==> config.mk <==
export PLATFORM = sky130hd
export DESIGN_NAME = controlador_turnos_tablero
export DESIGN_NICKNAME = d
export VERILOG_FILES = /design/src/rtl/controlador_turnos_tablero.sv
export SDC_FILE = /design/constraint.sdc
export NUM_CORES = 1
export LEC_CHECK = 0
export BUFFER_PORTS_ARGS = -buffer_cell sky130_fd_sc_hd__buf_2
export CORE_UTILIZATION = 49
export CTS_CLUSTER_DIAMETER = 30
export CTS_CLUSTER_SIZE = 14
export DETAILED_ROUTE_END_ITERATION = 6
export GPL_TIMING_DRIVEN = 0
export PLACE_DENSITY = 0.79
export SLEW_MARGIN = 20
export SYNTH_ARGS = -nofsm -noshare
export SYNTH_HDL_FRONTEND = slang
export SYNTH_SLANG_ARGS = --single-unit
==> constraint.sdc <==
create_clock -name clk -period 2.84 [get_ports clk]
set_input_delay 0.284 -clock clk [delete_from_list [all_inputs] [get_ports clk]]
set_output_delay 0.284 -clock clk [all_outputs]
set_load 0.1 [all_outputs]
==> src/rtl/controlador_turnos_tablero.sv <==
// Turn controller for the 3x3 board game: button debouncing, cursor, move validation, win/draw detection.
// Optional turn timer enabled by defining TURN_TIMEOUT_EN.
`timescale 1ns/1ps
module controlador_turnos_tablero #(
   parameter int DEBOUNCE_CYCLES = 50000,
   parameter int TIMEOUT_CYCLES  = 500000000
) (
   input  logic        clk,
   input  logic        rst,
   input  logic        boton_mover,
   input  logic        boton_confirmar,
   output logic [3:0]  casilla_sel,
   output logic [17:0] tablero,
   output logic        jugador,
   output logic [3:0]  movimientos,
   output logic [1:0]  ganador,
   output logic        fin_juego,
   output logic        error_ocupada,
   output logic        timeout
);

   typedef enum logic [2:0] {
      ESPERA  = 3'd0,
      VALIDA  = 3'd1,
      ESCRIBE = 3'd2,
      EVALUA  = 3'd3,
      FIN     = 3'd4
   } estado_t;

   localparam int DW = (DEBOUNCE_CYCLES > 1) ? $clog2(DEBOUNCE_CYCLES) : 1;
   localparam logic [DW-1:0] DMAX = DW'(DEBOUNCE_CYCLES - 1);

   // Index 0 is KEY0 (move), index 1 is KEY1 (confirm).
   logic [1:0]    botones_s;
   logic [1:0]    sync1_q, sync2_q, nivel_q;
   logic [DW-1:0] cnt_q [2];
   logic [1:0]    acepta_s, ev_s;

   estado_t       estado_q;
   logic [3:0]    casilla_q;
   logic [17:0]   tablero_q;
   logic          jugador_q;
   logic [3:0]    movimientos_q;
   logic [1:0]    ganador_q;
   logic          fin_q;
   logic          error_q;
   logic          ocupada_s;
   logic [1:0]    ganador_d;

`ifdef TURN_TIMEOUT_EN
   localparam int TW = (TIMEOUT_CYCLES > 1) ? $clog2(TIMEOUT_CYCLES) : 1;
   localparam logic [TW-1:0] TMAX = TW'(TIMEOUT_CYCLES - 1);
   logic [TW-1:0] tmr_q;
   logic          timeout_q;
`endif

   // Returns the mark code when cells a, b, c hold the same non-empty mark.
   function automatic logic [1:0] linea(input logic [17:0] t, input int a, input int b, input int c);
      logic [1:0] x, y, z;
      x = t[2*a +: 2];
      y = t[2*b +: 2];
      z = t[2*c +: 2];
      if ((x != 2'b00) && (x == y) && (y == z)) begin
         return x;
      end else begin
         return 2'b00;
      end
   endfunction

   function automatic logic [1:0] buscar_ganador(input logic [17:0] t);
      logic [1:0] g;
      g = linea(t, 0, 1, 2);
      if (g == 2'b00) g = linea(t, 3, 4, 5);
      if (g == 2'b00) g = linea(t, 6, 7, 8);
      if (g == 2'b00) g = linea(t, 0, 3, 6);
      if (g == 2'b00) g = linea(t, 1, 4, 7);
      if (g == 2'b00) g = linea(t, 2, 5, 8);
      if (g == 2'b00) g = linea(t, 0, 4, 8);
      if (g == 2'b00) g = linea(t, 2, 4, 6);
      return g;
   endfunction

   assign botones_s = {boton_confirmar, boton_mover};
   assign ocupada_s = (tablero_q[2*casilla_q +: 2] != 2'b00);
   assign ganador_d = buscar_ganador(tablero_q);

   // A level is accepted on the DEBOUNCE_CYCLES-th differing sample; only presses raise an event.
   always_comb begin
      acepta_s = 2'b00;
      ev_s     = 2'b00;
      for (int i = 0; i < 2; i++) begin
         acepta_s[i] = (sync2_q[i] != nivel_q[i]) && (cnt_q[i] == DMAX);
         ev_s[i]     = acepta_s[i] & ~sync2_q[i];
      end
   end

   // Synchronizers and debounce counters for both keys.
   always_ff @(posedge clk or negedge rst) begin
      if (!rst) begin
         sync1_q  <= 2'b11;
         sync2_q  <= 2'b11;
         nivel_q  <= 2'b11;
         cnt_q[0] <= '0;
         cnt_q[1] <= '0;
      end else begin
         sync1_q <= botones_s;
         sync2_q <= sync1_q;
         for (int i = 0; i < 2; i++) begin
            if (sync2_q[i] == nivel_q[i]) begin
               cnt_q[i] <= '0;
            end else if (acepta_s[i]) begin
               nivel_q[i] <= sync2_q[i];
               cnt_q[i]   <= '0;
            end else begin
               cnt_q[i] <= cnt_q[i] + 1'b1;
            end
         end
      end
   end

   // Turn FSM with all game outputs registered.
   always_ff @(posedge clk or negedge rst) begin
      if (!rst) begin
         estado_q      <= ESPERA;
         casilla_q     <= 4'd0;
         tablero_q     <= 18'd0;
         jugador_q     <= 1'b0;
         movimientos_q <= 4'd0;
         ganador_q     <= 2'b00;
         fin_q         <= 1'b0;
         error_q       <= 1'b0;
`ifdef TURN_TIMEOUT_EN
         tmr_q         <= '0;
         timeout_q     <= 1'b0;
`endif
      end else begin
         error_q <= 1'b0;
`ifdef TURN_TIMEOUT_EN
         timeout_q <= 1'b0;
`endif
         case (estado_q)
            ESPERA: begin
               if (ev_s[1]) begin
                  error_q  <= ocupada_s;
                  estado_q <= VALIDA;
`ifdef TURN_TIMEOUT_EN
                  tmr_q    <= '0;
`endif
               end else if (ev_s[0]) begin
                  casilla_q <= (casilla_q == 4'd8) ? 4'd0 : casilla_q + 4'd1;
`ifdef TURN_TIMEOUT_EN
                  tmr_q     <= '0;
               end else if (tmr_q == TMAX) begin
                  timeout_q <= 1'b1;
                  jugador_q <= ~jugador_q;
                  tmr_q     <= '0;
               end else begin
                  tmr_q <= tmr_q + 1'b1;
`endif
               end
            end
            VALIDA: begin
`ifdef TURN_TIMEOUT_EN
               tmr_q <= '0;
`endif
               if (ocupada_s) begin
                  estado_q <= ESPERA;
               end else begin
                  tablero_q[2*casilla_q +: 2] <= {jugador_q, ~jugador_q};
                  movimientos_q               <= movimientos_q + 4'd1;
                  estado_q                    <= ESCRIBE;
               end
            end
            // The mark is already in tablero_q here, so the result is decided one cycle after the write.
            ESCRIBE: begin
`ifdef TURN_TIMEOUT_EN
               tmr_q <= '0;
`endif
               if (ganador_d != 2'b00) begin
                  ganador_q <= ganador_d;
                  fin_q     <= 1'b1;
               end else if (movimientos_q == 4'd9) begin
                  ganador_q <= 2'b11;
                  fin_q     <= 1'b1;
               end else begin
                  jugador_q <= ~jugador_q;
               end
               estado_q <= EVALUA;
            end
            EVALUA: begin
`ifdef TURN_TIMEOUT_EN
               tmr_q <= '0;
`endif
               estado_q <= fin_q ? FIN : ESPERA;
            end
            FIN: begin
               if (ev_s[1]) begin
                  tablero_q     <= 18'd0;
                  movimientos_q <= 4'd0;
                  ganador_q     <= 2'b00;
                  jugador_q     <= 1'b0;
                  casilla_q     <= 4'd0;
                  fin_q         <= 1'b0;
                  estado_q      <= ESPERA;
`ifdef TURN_TIMEOUT_EN
                  tmr_q         <= '0;
`endif
               end else begin
                  estado_q <= FIN;
               end
            end
            default: begin
               estado_q <= ESPERA;
            end
         endcase
      end
   end

   assign casilla_sel   = casilla_q;
   assign tablero       = tablero_q;
   assign jugador       = jugador_q;
   assign movimientos   = movimientos_q;
   assign ganador       = ganador_q;
   assign fin_juego     = fin_q;
   assign error_ocupada = error_q;
`ifdef TURN_TIMEOUT_EN
   assign timeout       = timeout_q;
`else
   localparam logic SIN_TEMPORIZADOR = (TIMEOUT_CYCLES > 0) ? 1'b0 : 1'b0;
   assign timeout       = SIN_TEMPORIZADOR;
`endif

endmodule

---- Yosys cells after proc, flatten, opt, wreduce, memory -nomap -nowiden ----
Index checks and enable logic that the tools add are counted.
storage, ports and cells
  register bits after elaboration ......... 72
  input port bits ......................... 4
  word-level logic and storage cells ...... 155
cells by class
  add/sub/neg operators ................... 5
  eq/ne operators ......................... 36
  shifts and indexed selects .............. 3
  multiplexer cells ....................... 48
  bitwise gates (word level) .............. 7
  reductions and logical operators ........ 42
operators with widths
  operator                                                                 count
  16-bit two-way mux                                                       4
  2-bit two-way mux                                                        19
  18-bit two-way mux                                                       2
  18-bit case mux with 2 select lines                                      1
  5-bit negation with 34-bit output                                        1
  2-bit by 34-bit variable shift with 18-bit output, first input constant  1
  2-bit by 34-bit variable part select with 18-bit output                  1
  16-bit by 1-bit adder with 16-bit output, second input constant          2
  16-bit == test, second input constant                                    2
  2-bit == test                                                            16
  4-bit two-way mux                                                        5
  2-bit nonzero test                                                       10
  18-bit bitwise mux                                                       1
  1-bit logical AND                                                        18
  18-bit by 6-bit variable part select with 2-bit output                   1
  4-bit case mux with 2 select lines                                       2
  3-bit case mux with 5 select lines                                       1
  2-bit logical NOT                                                        7
  2-bit != test, second input constant                                     7
  3-bit two-way mux                                                        3
  4-bit by 1-bit adder with 4-bit output, second input constant            2
  4-bit == test, second input constant                                     2
  4-bit AND reduction                                                      2
  1-bit two-way mux                                                        7
  13 further kinds                                                         24

---- Depth between registers and ports, before layout ----
Gate-level depths: netlist of the first run.
  word-level depth ........................ 21
  gate-level depth with buffers ........... 9
  depth with buffers taken out ............ 8

---- Worst setup path after synthesis of the first run ----
No wires, ideal clock.
  path type ............................... register to register
  from .................................... register casilla_q[0], in the netlist casilla_sel[0]
  to ...................................... register movimientos_q[3], in the netlist movimientos[3]
  setup time .............................. 0.165 ns
  arrival ................................. 2.561 ns
  path slack .............................. 0.114 ns
  stages on the path, launching flop included .. 9
  cell sequence ........................... dfrtp_1 > buf_4 > a21oi_1 > mux4_2 > a21oi_2 > buf_6 > nand4_1 > nand3_1 > o21ai_0
on the way
  cells in the longest elaborated chain, start to end .. 4
ends and longest elaborated chain
  what                                                    line  RTL
  from (decl)                                             40    logic [3:0] casilla_q;
  from (signal assigned)                                  150   casilla_q <= (casilla_q == 4'd8) ? 4'd0 : casilla_q + 4'd1;
  18-bit by 6-bit variable part select with 2-bit output  84    assign ocupada_s = (tablero_q[2*casilla_q +: 2] != 2'b00);
  2-bit nonzero test                                      84
  2-bit != test (no line)                                 --
  3-bit AND reduction (no line)                           --
  to (signal assigned)                                    170   movimientos_q <= movimientos_q + 4'd1;
  to (decl)                                               43    logic [3:0] movimientos_q;
Every way passes these cells.
A chain may end at the register's enable or synchronous reset.

---- Final worst setup path of the first run ----
  from .................................... register cnt_q[0] (netlist name)
  to ...................................... register tablero_q[17], in the netlist tablero[17]
on the way
  cells in the longest elaborated chain, start to end .. 5
ends and longest elaborated chain
  what                               line  RTL
  from (decl)                        36    logic [DW-1:0] cnt_q [2];
  from (signal, indexed assignment)  115   cnt_q[i] <= cnt_q[i] + 1'b1;
  16-bit == test                     92    acepta_s[i] = (sync2_q[i] != nivel_q[i]) && (cnt_q[i] == DMAX);
  1-bit logical AND                  92
  1-bit AND                          93    ev_s[i] = acepta_s[i] & ~sync2_q[i];
  2-bit != test (no line)            --
  3-bit AND reduction (no line)      --
  to (signal, indexed assignment)    169   tablero_q[2*casilla_q +: 2] <= {jugador_q, ~jugador_q};
  to (decl)                          41    logic [17:0] tablero_q;
Every way passes these cells.

==> impl_results.html, run 1 <==
<table>
<tr><th>Metric</th><th>Value</th></tr>
<tr><th colspan="2">Setup path</th></tr>
<tr><td>Worst path slowest cell</td><td>sky130_fd_sc_hd__dfrtp_1</td></tr>
<tr><td>Nature of the critical path endpoint</td><td>register</td></tr>
<tr><td>Startpoint types</td><td>register</td></tr>
<tr><td>Required time of the critical path</td><td>just over 3 ns</td></tr>
<tr><td>Chain of cells forming the critical path</td><td>ha_1 -&gt; and3_1 -&gt; clkbuf_1 -&gt; nand4_1 -&gt; nor3b_4 -&gt; nand3_1 -&gt; clkbuf_1 -&gt; nand3_1 -&gt; o21ai_0</td></tr>
<tr><td>Path type of the worst setup path</td><td>register to register</td></tr>
<tr><td>Buffers &amp; Inverters on Critical Path</td><td>2</td></tr>
<tr><td>Logic depth of the worst register-to-register path</td><td>9</td></tr>
<tr><td>Peak per-stage delay on the critical path</td><td>0.38 ns</td></tr>
<tr><td>Critical path arrival</td><td>2.69 ns</td></tr>
<tr><td>Maximum fanout along the worst path</td><td>10</td></tr>
<tr><td>Flop-to-flop setup slack</td><td>0.37 ns</td></tr>
<tr><td>Capture instance of the worst register-to-register path</td><td>tablero[17]</td></tr>
<tr><td>Family of cells with the greatest summed delay on the critical path</td><td>simple AND/OR/NAND/NOR gates</td></tr>
<tr><td>Reg-to-reg critical path startpoint</td><td>cnt_q[0]</td></tr>
<tr><th colspan="2">STA</th></tr>
<tr><td>Unrepaired setup endpoints after global routing</td><td>false</td></tr>
<tr><td>Setup TNS</td><td>0 ns</td></tr>
<tr><td>Final hold vios</td><td>0</td></tr>
<tr><td>Count of final setup violators</td><td>0</td></tr>
<tr><td>Worst Hold Margin</td><td>roughly 0.032 ns</td></tr>
<tr><td>Fmax</td><td>roughly 0.4 GHz</td></tr>
<tr><td>Shortest period the worst path allows</td><td>between 2 and 2.5 ns</td></tr>
<tr><td>Fin crit share</td><td>slightly below 90%</td></tr>
<tr><td>Worst clock skew</td><td>around 0.015 ns</td></tr>
<tr><td>Max-slew violation count</td><td>0</td></tr>
<tr><th colspan="2">Drt</th></tr>
<tr><td>Routed len/inst</td><td>15.1 um</td></tr>
<tr><td>Number of vias after detailed routing</td><td>approximately 3400</td></tr>
<tr><td>Via-to-Cell Ratio</td><td>5.79</td></tr>
<tr><td>Count of nets left with antenna violations after detail routing</td><td>0</td></tr>
<tr><td>Number of optimization iterations in the first detailed-route pass</td><td>4</td></tr>
<tr><td>Initial DRC Count</td><td>around 170</td></tr>
<tr><td>WL final</td><td>8790 um</td></tr>
<tr><td>DRC violation count after routing</td><td>0</td></tr>
<tr><th colspan="2">Finish</th></tr>
<tr><td>Most frequent cells in the layout</td><td>sky130_fd_sc_hd__dfrtp_1, sky130_fd_sc_hd__nand3_1, sky130_fd_sc_hd__nor2_1</td></tr>
<tr><td>Multi-input logic area</td><td>between 0.002 and 0.0025 mm^2</td></tr>
<tr><td>Ant diodes</td><td>0</td></tr>
<tr><td>Share of final-layout standard cells stronger than drive strength 1</td><td>between 10% and 20%</td></tr>
<tr><td>Final core utilization</td><td>57.3%</td></tr>
<tr><td>Commonest non-fill, non-tap cell in the layout</td><td>sky130_fd_sc_hd__dfrtp_1</td></tr>
<tr><td>Number of nets in the layout</td><td>roughly 490</td></tr>
<tr><td>Fillers</td><td>~710</td></tr>
<tr><td>Finished layout cell area</td><td>between 0.004 and 0.005 mm^2</td></tr>
<tr><td>Area delta synth-&gt;final</td><td>12.8%</td></tr>
<tr><td>FF/Latch Area</td><td>roughly 0.0018 mm^2</td></tr>
<tr><th colspan="2">Synth</th></tr>
<tr><td>Synthesis warning total</td><td>0</td></tr>
<tr><td>Yosys top cell area share</td><td>a little over two fifths</td></tr>
<tr><td>Most frequently used flop master after synthesis</td><td>sky130_fd_sc_hd__dfrtp_1</td></tr>
<tr><td>Proportion of synthesized chip area in sequential cells</td><td>between 40% and 50%</td></tr>
<tr><td>Post-synth net total</td><td>about 440</td></tr>
<tr><td>Library cell with the largest summed area after synthesis</td><td>sky130_fd_sc_hd__dfrtp_1</td></tr>
<tr><td>Netlist Area Pre-Place</td><td>0.00394 mm^2</td></tr>
<tr><td>Number of flops mapped to enable cells by yosys</td><td>0</td></tr>
<tr><td>Synthesized area per cell</td><td>about 9.2 um^2</td></tr>
<tr><td>Proportion of synthesized flip-flops having asynchronous set or reset</td><td>100%</td></tr>
<tr><td>Largest cells by area after synthesis</td><td>sky130_fd_sc_hd__dfrtp_1, sky130_fd_sc_hd__nand3_1, sky130_fd_sc_hd__o21ai_0, sky130_fd_sc_hd__dfstp_2, sky130_fd_sc_hd__nor2_1</td></tr>
<tr><td>Flop and latch count out of synthesis</td><td>about 70</td></tr>
<tr><td>Post-Synthesis Cells</td><td>430</td></tr>
<tr><td>Number of distinct library cells after synthesis</td><td>55</td></tr>
<tr><th colspan="2">Floorplanning</th></tr>
<tr><td>Io pins</td><td>36</td></tr>
<tr><td>Die area</td><td>between 0.008 and 0.009 mm^2</td></tr>
<tr><td>Starting Density</td><td>roughly 51%</td></tr>
<tr><td>Number of placement rows</td><td>32</td></tr>
<tr><td>Width of the chip</td><td>~92 um</td></tr>
<tr><td>Height of the die</td><td>around 90 um</td></tr>
<tr><td>Floorplan core area</td><td>0.00777 mm^2</td></tr>
<tr><th colspan="2">Power and ir drop</th></tr>
<tr><td>Final Total Pwr</td><td>roughly 0.0018 W</td></tr>
<tr><td>Leak pwr</td><td>between 2 and 2.5 nW</td></tr>
<tr><td>Pwr per Cell Area</td><td>408 mW/mm^2</td></tr>
<tr><td>IR drop worst, VDD</td><td>around 0.21 mV</td></tr>
<tr><th colspan="2">Clocking</th></tr>
<tr><td>Worst-Skew Late Latency</td><td>around 0.35 ns</td></tr>
<tr><td>CTS sink count</td><td>72</td></tr>
<tr><td>Post-CTS setup-driven buffer insertion count</td><td>0</td></tr>
<tr><td>Number of gates resized after cts</td><td>0</td></tr>
<tr><td>Number of H-tree levels</td><td>3</td></tr>
<tr><td>Maximum clock path buffer count</td><td>2</td></tr>
<tr><td>Post-CTS clock slew at the launch and capture registers of the worst setup and hold paths</td><td>roughly 0.070 ns</td></tr>
<tr><td>Root buffer cell</td><td>sky130_fd_sc_hd__clkbuf_8</td></tr>
<tr><td>TritonCTS clock tree</td><td>built</td></tr>
<tr><td>Hold buffer count at CTS</td><td>1</td></tr>
<tr><td>Number of clock buffers inserted by TritonCTS</td><td>9</td></tr>
<tr><th colspan="2">Placement</th></tr>
<tr><td>Number of port buffers</td><td>34</td></tr>
<tr><td>Instance area after placement</td><td>around 0.0043 mm^2</td></tr>
<tr><td>Global placement routability congestion</td><td>a little under 0.9</td></tr>
<tr><td>Detailed placement HPWL</td><td>~6400 um</td></tr>
<tr><th colspan="2">Run</th></tr>
<tr><td>Count of maximum capacitance violations</td><td>0</td></tr>
<tr><th colspan="2">GRT</th></tr>
<tr><td>Total gr overflow</td><td>0</td></tr>
<tr><td>Fraction of met3 tracks used by global routing</td><td>3.73%</td></tr>
<tr><td>Largest net degree at the start of global routing</td><td>41</td></tr>
<tr><td>Via count of the first global-routing pass</td><td>approximately 3200</td></tr>
<tr><td>Initial antenna violation count</td><td>0</td></tr>
<tr><td>Highest-utilization routing layer at the global route stage</td><td>met2</td></tr>
<tr><td>Total global routing track utilization</td><td>between 20% and 30%</td></tr>
<tr><td>Met1 Track Usage GR</td><td>30.8%</td></tr>
<tr><td>Met2 Use GR</td><td>between 30% and 40%</td></tr>
<tr><td>First-pass GRT wire length</td><td>between 15000 and 20000 um</td></tr>
<tr><th colspan="2">Min path</th></tr>
<tr><td>Hold Path Stages</td><td>1</td></tr>
<tr><td>Type of the worst min-delay path</td><td>input port to register</td></tr>
<tr><td>Start point of the worst min-delay path</td><td>boton_mover</td></tr>
<tr><td>Worst Hold Endpoint</td><td>sync1_q[0]</td></tr>
<tr><th colspan="2">Run status</th></tr>
<tr><td>Status</td><td>finished clean</td></tr>
</table>
-- per-stage QoR --
step	setup slack (ns)	instances
4_1_cts	0.370	584
5_1_grt	0.0955	584
3_5_place_dp	0.390	567
6_report	0.371	584
3_3_place_gp	0.435	566
2_1_floorplan	0.114	430
-- power breakdown --
part | internal [W] | switching (W) | leakage [nW]
clock | 0.000339 | 0.000379 | 0.0853
combinational | 0.0000149 | 0.0000393 | 0.965
sequential | 0.00104 | 0.00000691 | 0.980
total | 0.00139 | 0.000426 | 2.03
-- worst max path at each step --
| stage | end | slack (ns) | cells after the start | from |
|---|---|---|---|---|
| 2_1_floorplan | movimientos[3] | 0.11 | 8 | casilla_sel[0] |
| 3_3_place_gp | tablero[8] | 0.44 | 9 | cnt_q[0] |
| 3_5_place_dp | tablero[17] | 0.39 | 9 | cnt_q[0] |
| 4_1_cts | tablero[12] | 0.37 | 9 | cnt_q[0] |
| 5_1_grt | tablero[12] | 0.1 | 9 | cnt_q[0] |
| 6_report | tablero[17] | 0.37 | 9 | cnt_q[0] |
-- registers in the layout, summed over array words and instances (netlist names) --
signal	flops
ganador	2
nivel_q	2
casilla_sel	4
movimientos	4
error_ocupada	1
sync1_q	2
sync2_q	2
estado_q	3
jugador	1
tablero	18
cnt_q	32
fin_juego	1
-- synth_stat cells (all sizes together) (2+ instances only) --
library cell,instances
o21ai,38
nor3b,3
nand2b,8
nor4b,4
o211ai,3
buf,5
xor2,16
dfstp,6
o31ai,2
nand2,32
and2,6
inv,8
nor4,4
nand4,15
nand3,46
dfrtp,66
xnor2,12
o21a,2
mux2,2
or3,11
mux2i,3
o21bai,2
or2,2
nor2,42
a21oi,18
a21boi,2
nor3,16
and3,20
clkbuf,9
ha,10
-- final cells by class --
| class | count | area share (%) |
|---|---|---|
| clock buffer | 11 | 3.18 |
| buffer | 14 | 1.58 |
| tap | 102 | 2.87 |
| multi-input combinational | 336 | 45.7 |
| clock inverter | 5 | 0.759 |
| inverter | 8 | 0.675 |
| sequential | 72 | 40.7 |
| timing repair buffer | 36 | 4.56 |
-- cells by family (layout without fill, tap and decap cells) --
logic type,after synthesis,in the layout,share of synthesized area [%]
xor gates and xnor gates,28,28,6.22
other,1,1,0.0951
and+or+nand+nor,218,218,29.5
DFF,72,72,45.9
AOI/OAI and AO/OA,73,73,10.6
muxes,6,6,1.90
adders and majority gates,10,10,3.17
buffers and inverters,22,74,2.54
-- per-layer routing --
layer / routed length (um) / vias to the layer above
li1: - / 1635
met1: 3900 / 1657
met2: 4350 / 78
met3: 412 / 13
met4: 127 / 0
met5: 0 / -
No activity file was read; power rests on OpenSTA's default activity.
==> inputs of run 2 (changes only) <==
- ABC_AREA: unset -> 1
- CORE_UTILIZATION: 49 -> 60
- PLACE_DENSITY: 0.79 -> 0.91
==> run 2 against run 1 <==
Combinational power increased by 11%; synthesized cell count grew 37%; power grew 14%; utilization rose by 14 points; first-iteration DRC count grew 110%; flip-flop and latch count unchanged; clock-buffer cell count unchanged; fmax is 5.3% lower; register-to-register slack got worse by 0.14 ns; clock power rose by 35%; critical endpoint is now tablero[3]; largest cell class unchanged.
==> impl_results.html, run 2 <==
<table>
<tr><th>Metric</th><th>Value</th></tr>
<tr><th colspan="2">Setup path</th></tr>
<tr><td>Nature of the critical path endpoint</td><td>register (unchanged)</td></tr>
<tr><td>Maximum fanout along the worst path</td><td>11 (was 10)</td></tr>
<tr><td>Startpoint types</td><td>register (unchanged)</td></tr>
<tr><td>Flop-to-flop setup slack</td><td>0.23 ns (was 0.37 ns)</td></tr>
<tr><td>Logic depth of the worst register-to-register path</td><td>13 (was 9)</td></tr>
<tr><td>Reg-to-reg critical path startpoint</td><td>casilla_sel[0] (was cnt_q[0])</td></tr>
<tr><td>Required time of the critical path</td><td>3.10 ns (was 3.06 ns)</td></tr>
<tr><td>Path type of the worst setup path</td><td>register to register (unchanged)</td></tr>
<tr><td>Capture instance of the worst register-to-register path</td><td>tablero[3] (was tablero[17])</td></tr>
<tr><td>Critical path arrival</td><td>2.87 ns (was 2.69 ns)</td></tr>
<tr><th colspan="2">Floorplanning</th></tr>
<tr><td>Width of the chip</td><td>87.7 um (was 91.7 um)</td></tr>
<tr><td>Io pins</td><td>36 (unchanged)</td></tr>
<tr><td>Height of the die</td><td>87.7 um (was 91.7 um)</td></tr>
<tr><td>Floorplan core area</td><td>0.00694 mm^2 (was 0.00777 mm^2)</td></tr>
<tr><td>Starting Density</td><td>63.4% (was 50.8%)</td></tr>
<tr><td>Die area</td><td>0.00769 mm^2 (was 0.00841 mm^2)</td></tr>
<tr><td>Number of placement rows</td><td>30 (was 32)</td></tr>
<tr><th colspan="2">STA</th></tr>
<tr><td>Unrepaired setup endpoints after global routing</td><td>false (unchanged)</td></tr>
<tr><td>Fmax</td><td>0.384 GHz (was 0.405 GHz)</td></tr>
<tr><td>Final hold vios</td><td>0 (unchanged)</td></tr>
<tr><td>Count of final setup violators</td><td>0 (unchanged)</td></tr>
<tr><td>Transition at the pin with the smallest max-transition slack</td><td>approximately 0.67 ns</td></tr>
<tr><td>Slew headroom</td><td>a little under three fifths</td></tr>
<tr><td>Max-slew violation count</td><td>0 (unchanged)</td></tr>
<tr><td>Shortest period the worst path allows</td><td>2.61 ns (was 2.47 ns)</td></tr>
<tr><td>Worst clock skew</td><td>0.0149 ns (was 0.0154 ns)</td></tr>
<tr><td>Setup TNS</td><td>0 ns (unchanged)</td></tr>
<tr><td>Fin crit share</td><td>91.8% (was 87.0%)</td></tr>
<tr><th colspan="2">Finish</th></tr>
<tr><td>Most frequent cells in the layout</td><td>sky130_fd_sc_hd__nand2_1, sky130_fd_sc_hd__inv_1, sky130_fd_sc_hd__dfrtp_1 (was sky130_fd_sc_hd__dfrtp_1, sky130_fd_sc_hd__nand3_1, sky130_fd_sc_hd__nor2_1)</td></tr>
<tr><td>Flip-flop count of the largest register after layout</td><td>32 (unchanged)</td></tr>
<tr><td>Share of final-layout standard cells stronger than drive strength 1</td><td>16.9% (was 14.9%)</td></tr>
<tr><td>Number of nets in the layout</td><td>649 (was 491)</td></tr>
<tr><td>Ant diodes</td><td>0 (unchanged)</td></tr>
<tr><td>Largest register by flop count</td><td>cnt_q (unchanged)</td></tr>
<tr><td>Area delta synth-&gt;final</td><td>12.8% (about the same)</td></tr>
<tr><td>Final core utilization</td><td>71.6% (was 57.3%)</td></tr>
<tr><td>Commonest non-fill, non-tap cell in the layout</td><td>sky130_fd_sc_hd__nand2_1 (was sky130_fd_sc_hd__dfrtp_1)</td></tr>
<tr><th colspan="2">Drt</th></tr>
<tr><td>Via-to-Cell Ratio</td><td>5.75 (was 5.79)</td></tr>
<tr><td>Initial DRC Count</td><td>356 (was 166)</td></tr>
<tr><td>Number of vias after detailed routing</td><td>4232 (was 3383)</td></tr>
<tr><td>Count of nets left with antenna violations after detail routing</td><td>0 (unchanged)</td></tr>
<tr><td>Number of optimization iterations in the first detailed-route pass</td><td>7 (was 4)</td></tr>
<tr><td>Routed len/inst</td><td>14.2 um (was 15.1 um)</td></tr>
<tr><td>WL final</td><td>10400 um (was 8790 um)</td></tr>
<tr><td>DRC violation count after routing</td><td>0 (unchanged)</td></tr>
<tr><th colspan="2">Synth</th></tr>
<tr><td>Largest cells by area after synthesis</td><td>sky130_fd_sc_hd__dfrtp_1, sky130_fd_sc_hd__nand2_1, sky130_fd_sc_hd__inv_1, sky130_fd_sc_hd__nand3_1, sky130_fd_sc_hd__nor2_1 (was sky130_fd_sc_hd__dfrtp_1, sky130_fd_sc_hd__nand3_1, sky130_fd_sc_hd__o21ai_0, sky130_fd_sc_hd__dfstp_2, sky130_fd_sc_hd__nor2_1)</td></tr>
<tr><td>Flop and latch count out of synthesis</td><td>72 (unchanged)</td></tr>
<tr><td>Yosys top cell area share</td><td>37.5% (was 41.9%)</td></tr>
<tr><td>Number of flops mapped to enable cells by yosys</td><td>0 (unchanged)</td></tr>
<tr><td>Proportion of synthesized chip area in sequential cells</td><td>41.1% (was 45.9%)</td></tr>
<tr><td>Synthesis warning total</td><td>0 (unchanged)</td></tr>
<tr><td>Most frequently used flop master after synthesis</td><td>sky130_fd_sc_hd__dfrtp_1 (unchanged)</td></tr>
<tr><td>Number of distinct library cells after synthesis</td><td>45 (was 55)</td></tr>
<tr><td>Cell with the most instances after synthesis</td><td>sky130_fd_sc_hd__nand2_1 (was sky130_fd_sc_hd__dfrtp_1)</td></tr>
<tr><td>Netlist Area Pre-Place</td><td>0.00441 mm^2 (was 0.00394 mm^2)</td></tr>
<tr><td>Proportion of synthesized flip-flops having asynchronous set or reset</td><td>100% (unchanged)</td></tr>
<tr><td>Synthesized area per cell</td><td>7.48 um^2 (was 9.17 um^2)</td></tr>
<tr><td>Leading post-synthesis cells by instance count</td><td>sky130_fd_sc_hd__nand2_1, sky130_fd_sc_hd__inv_1, sky130_fd_sc_hd__dfrtp_1 (was sky130_fd_sc_hd__dfrtp_1, sky130_fd_sc_hd__nand3_1, sky130_fd_sc_hd__nor2_1)</td></tr>
<tr><td>Post-Synthesis Cells</td><td>589 (was 430)</td></tr>
<tr><td>Post-synth net total</td><td>603 (was 444)</td></tr>
<tr><td>Library cell with the largest summed area after synthesis</td><td>sky130_fd_sc_hd__dfrtp_1 (unchanged)</td></tr>
<tr><th colspan="2">Power and ir drop</th></tr>
<tr><td>Final Total Pwr</td><td>0.00207 W (was 0.00182 W)</td></tr>
<tr><td>Pwr per Cell Area</td><td>417 mW/mm^2 (was 408 mW/mm^2)</td></tr>
<tr><td>IR drop worst, VDD</td><td>0.360 mV (was 0.212 mV)</td></tr>
<tr><td>Leak pwr</td><td>2.41 nW (was 2.03 nW)</td></tr>
<tr><th colspan="2">GRT</th></tr>
<tr><td>Initial antenna violation count</td><td>0 (unchanged)</td></tr>
<tr><td>First-pass GRT wire length</td><td>18000 um (was 15400 um)</td></tr>
<tr><td>Via count of the first global-routing pass</td><td>4070 (was 3238)</td></tr>
<tr><td>Total gr overflow</td><td>0 (unchanged)</td></tr>
<tr><td>Largest net degree at the start of global routing</td><td>47 (was 41)</td></tr>
<tr><td>Total global routing track utilization</td><td>30.0% (was 23.0%)</td></tr>
<tr><th colspan="2">Clocking</th></tr>
<tr><td>Post-CTS clock slew at the launch and capture registers of the worst setup and hold paths</td><td>0.07 ns (about the same)</td></tr>
<tr><td>Number of gates resized after cts</td><td>0 (unchanged)</td></tr>
<tr><td>Root buffer cell</td><td>sky130_fd_sc_hd__clkbuf_8 (unchanged)</td></tr>
<tr><td>CTS sink count</td><td>72 (unchanged)</td></tr>
<tr><td>Maximum clock path buffer count</td><td>2 (unchanged)</td></tr>
<tr><td>Number of H-tree levels</td><td>3 (unchanged)</td></tr>
<tr><td>TritonCTS clock tree</td><td>built (unchanged)</td></tr>
<tr><td>Worst-Skew Late Latency</td><td>0.36 ns (was 0.35 ns)</td></tr>
<tr><td>Number of clock buffers inserted by TritonCTS</td><td>9 (unchanged)</td></tr>
<tr><th colspan="2">Min path</th></tr>
<tr><td>Type of the worst min-delay path</td><td>input port to register (unchanged)</td></tr>
<tr><td>Hold Path Stages</td><td>1 (unchanged)</td></tr>
<tr><td>Start point of the worst min-delay path</td><td>boton_confirmar (was boton_mover)</td></tr>
<tr><td>Worst Hold Endpoint</td><td>sync1_q[1] (was sync1_q[0])</td></tr>
<tr><th colspan="2">Placement</th></tr>
<tr><td>Detailed placement HPWL</td><td>7790 um (was 6440 um)</td></tr>
<tr><td>Number of port buffers</td><td>34 (unchanged)</td></tr>
<tr><td>Global placement routability congestion</td><td>0.914 (was 0.875)</td></tr>
<tr><th colspan="2">Run</th></tr>
<tr><td>Count of maximum capacitance violations</td><td>0 (unchanged)</td></tr>
<tr><th colspan="2">Run status</th></tr>
<tr><td>Status</td><td>finished clean (unchanged)</td></tr>
</table>
[run 2: cell types whose count changed after synthesis, moves of 12 or more]
cell | before | now
sky130_fd_sc_hd__inv_1 | 8 | 98
sky130_fd_sc_hd__inv_2 | 0 | 15
sky130_fd_sc_hd__nand3_1 | 46 | 59
sky130_fd_sc_hd__nor2_1 | 42 | 54
sky130_fd_sc_hd__nand2_1 | 32 | 100
sky130_fd_sc_hd__and3_1 | 20 | 4
[run 2: final cells by class]
class	count	area (um^2)
buffer	6	31.3
clock buffer	11	131
clock inverter	5	106
fill	550	1970
inverter	115	433
multi-input combinational	395	2130
sequential	72	1810
tap	96	120
timing repair buffer	36	210
[run 2: kinds of logic (layout without fill, tap and decap cells)]
kind of cell | Yosys count | after routing | synth area share [%]
simple gates | 286 | 286 | 31.0
flops | 72 | 72 | 41.1
mux | 2 | 2 | 0.483
xor+xnor | 7 | 7 | 1.39
buf+inv | 122 | 173 | 10.6
other cells | 1 | 1 | 0.0851
fa+ha+maj | 10 | 10 | 2.84
compound gates | 89 | 89 | 12.5
[run 2: metal layers]
metal  vias to the layer above  routed length [um]  global-route usage (%)
li1                       2023                   -                       -
met1                      1974                4550                    40.4
met2                       197                4690                    47.7
met3                        38                 892                    6.13
met4                         0                 287                    12.4
met5                         -                   0                       0
[run 2: through the flow]
stage | hold WS [ns] | instance area (um^2) | instances | setup WS, ns
finish | 0.0272 | 4970 | 736 | 0.233
global route | 0.0103 | 4970 | 736 | 0.0290
CTS | 0.0159 | 4970 | 737 | 0.291
detailed placement | 0.224 | 4730 | 720 | 0.370
global placement | 0.346 | 4700 | 719 | 0.367
floorplan | -0.0116 | 4410 | 589 | 0.0562
[run 2: worst max path at each step]
stage	end	slack [ns]	depth (start not counted)	startpoint
CTS	tablero[3]	0.29	13	casilla_sel[0]
floorplan	tablero[2]	0.06	12	casilla_sel[0]
global route	tablero[3]	0.03	12	casilla_sel[0]
detailed placement	tablero[3]	0.37	12	casilla_sel[0]
finish	tablero[3]	0.23	13	casilla_sel[0]
global placement	tablero[2]	0.37	12	casilla_sel[0]
[run 2: critical path: stages (launching register included)]
cell                      delay [ns]
sky130_fd_sc_hd__dfrtp_1        0.44
sky130_fd_sc_hd__buf_2          0.24
sky130_fd_sc_hd__inv_1          0.07
sky130_fd_sc_hd__buf_2          0.20
sky130_fd_sc_hd__ha_1           0.24
sky130_fd_sc_hd__inv_1          0.06
sky130_fd_sc_hd__nor2_1         0.05
sky130_fd_sc_hd__nor2_1         0.16
sky130_fd_sc_hd__inv_1          0.13
sky130_fd_sc_hd__nor2_1         0.15
sky130_fd_sc_hd__inv_1          0.11
sky130_fd_sc_hd__o31ai_1        0.45
sky130_fd_sc_hd__nand2_1        0.11
sky130_fd_sc_hd__o21ai_0        0.11
[run 2: what timing repair did]
action                     CTS  global route
hold buffers                 1             0
hold endpoints to repair    23             0
setup endpoints to repair    0             1
buffers inserted             0             0
[run 2: report_power, final]
part / internal (W) / leakage [nW] / switching [W]
clock network: 0.000586 / 0.114 / 0.000385
logic: 0.0000177 / 1.32 / 0.0000424
registers: 0.00104 / 0.980 / 0.00000704
total: 0.00164 / 2.41 / 0.000434
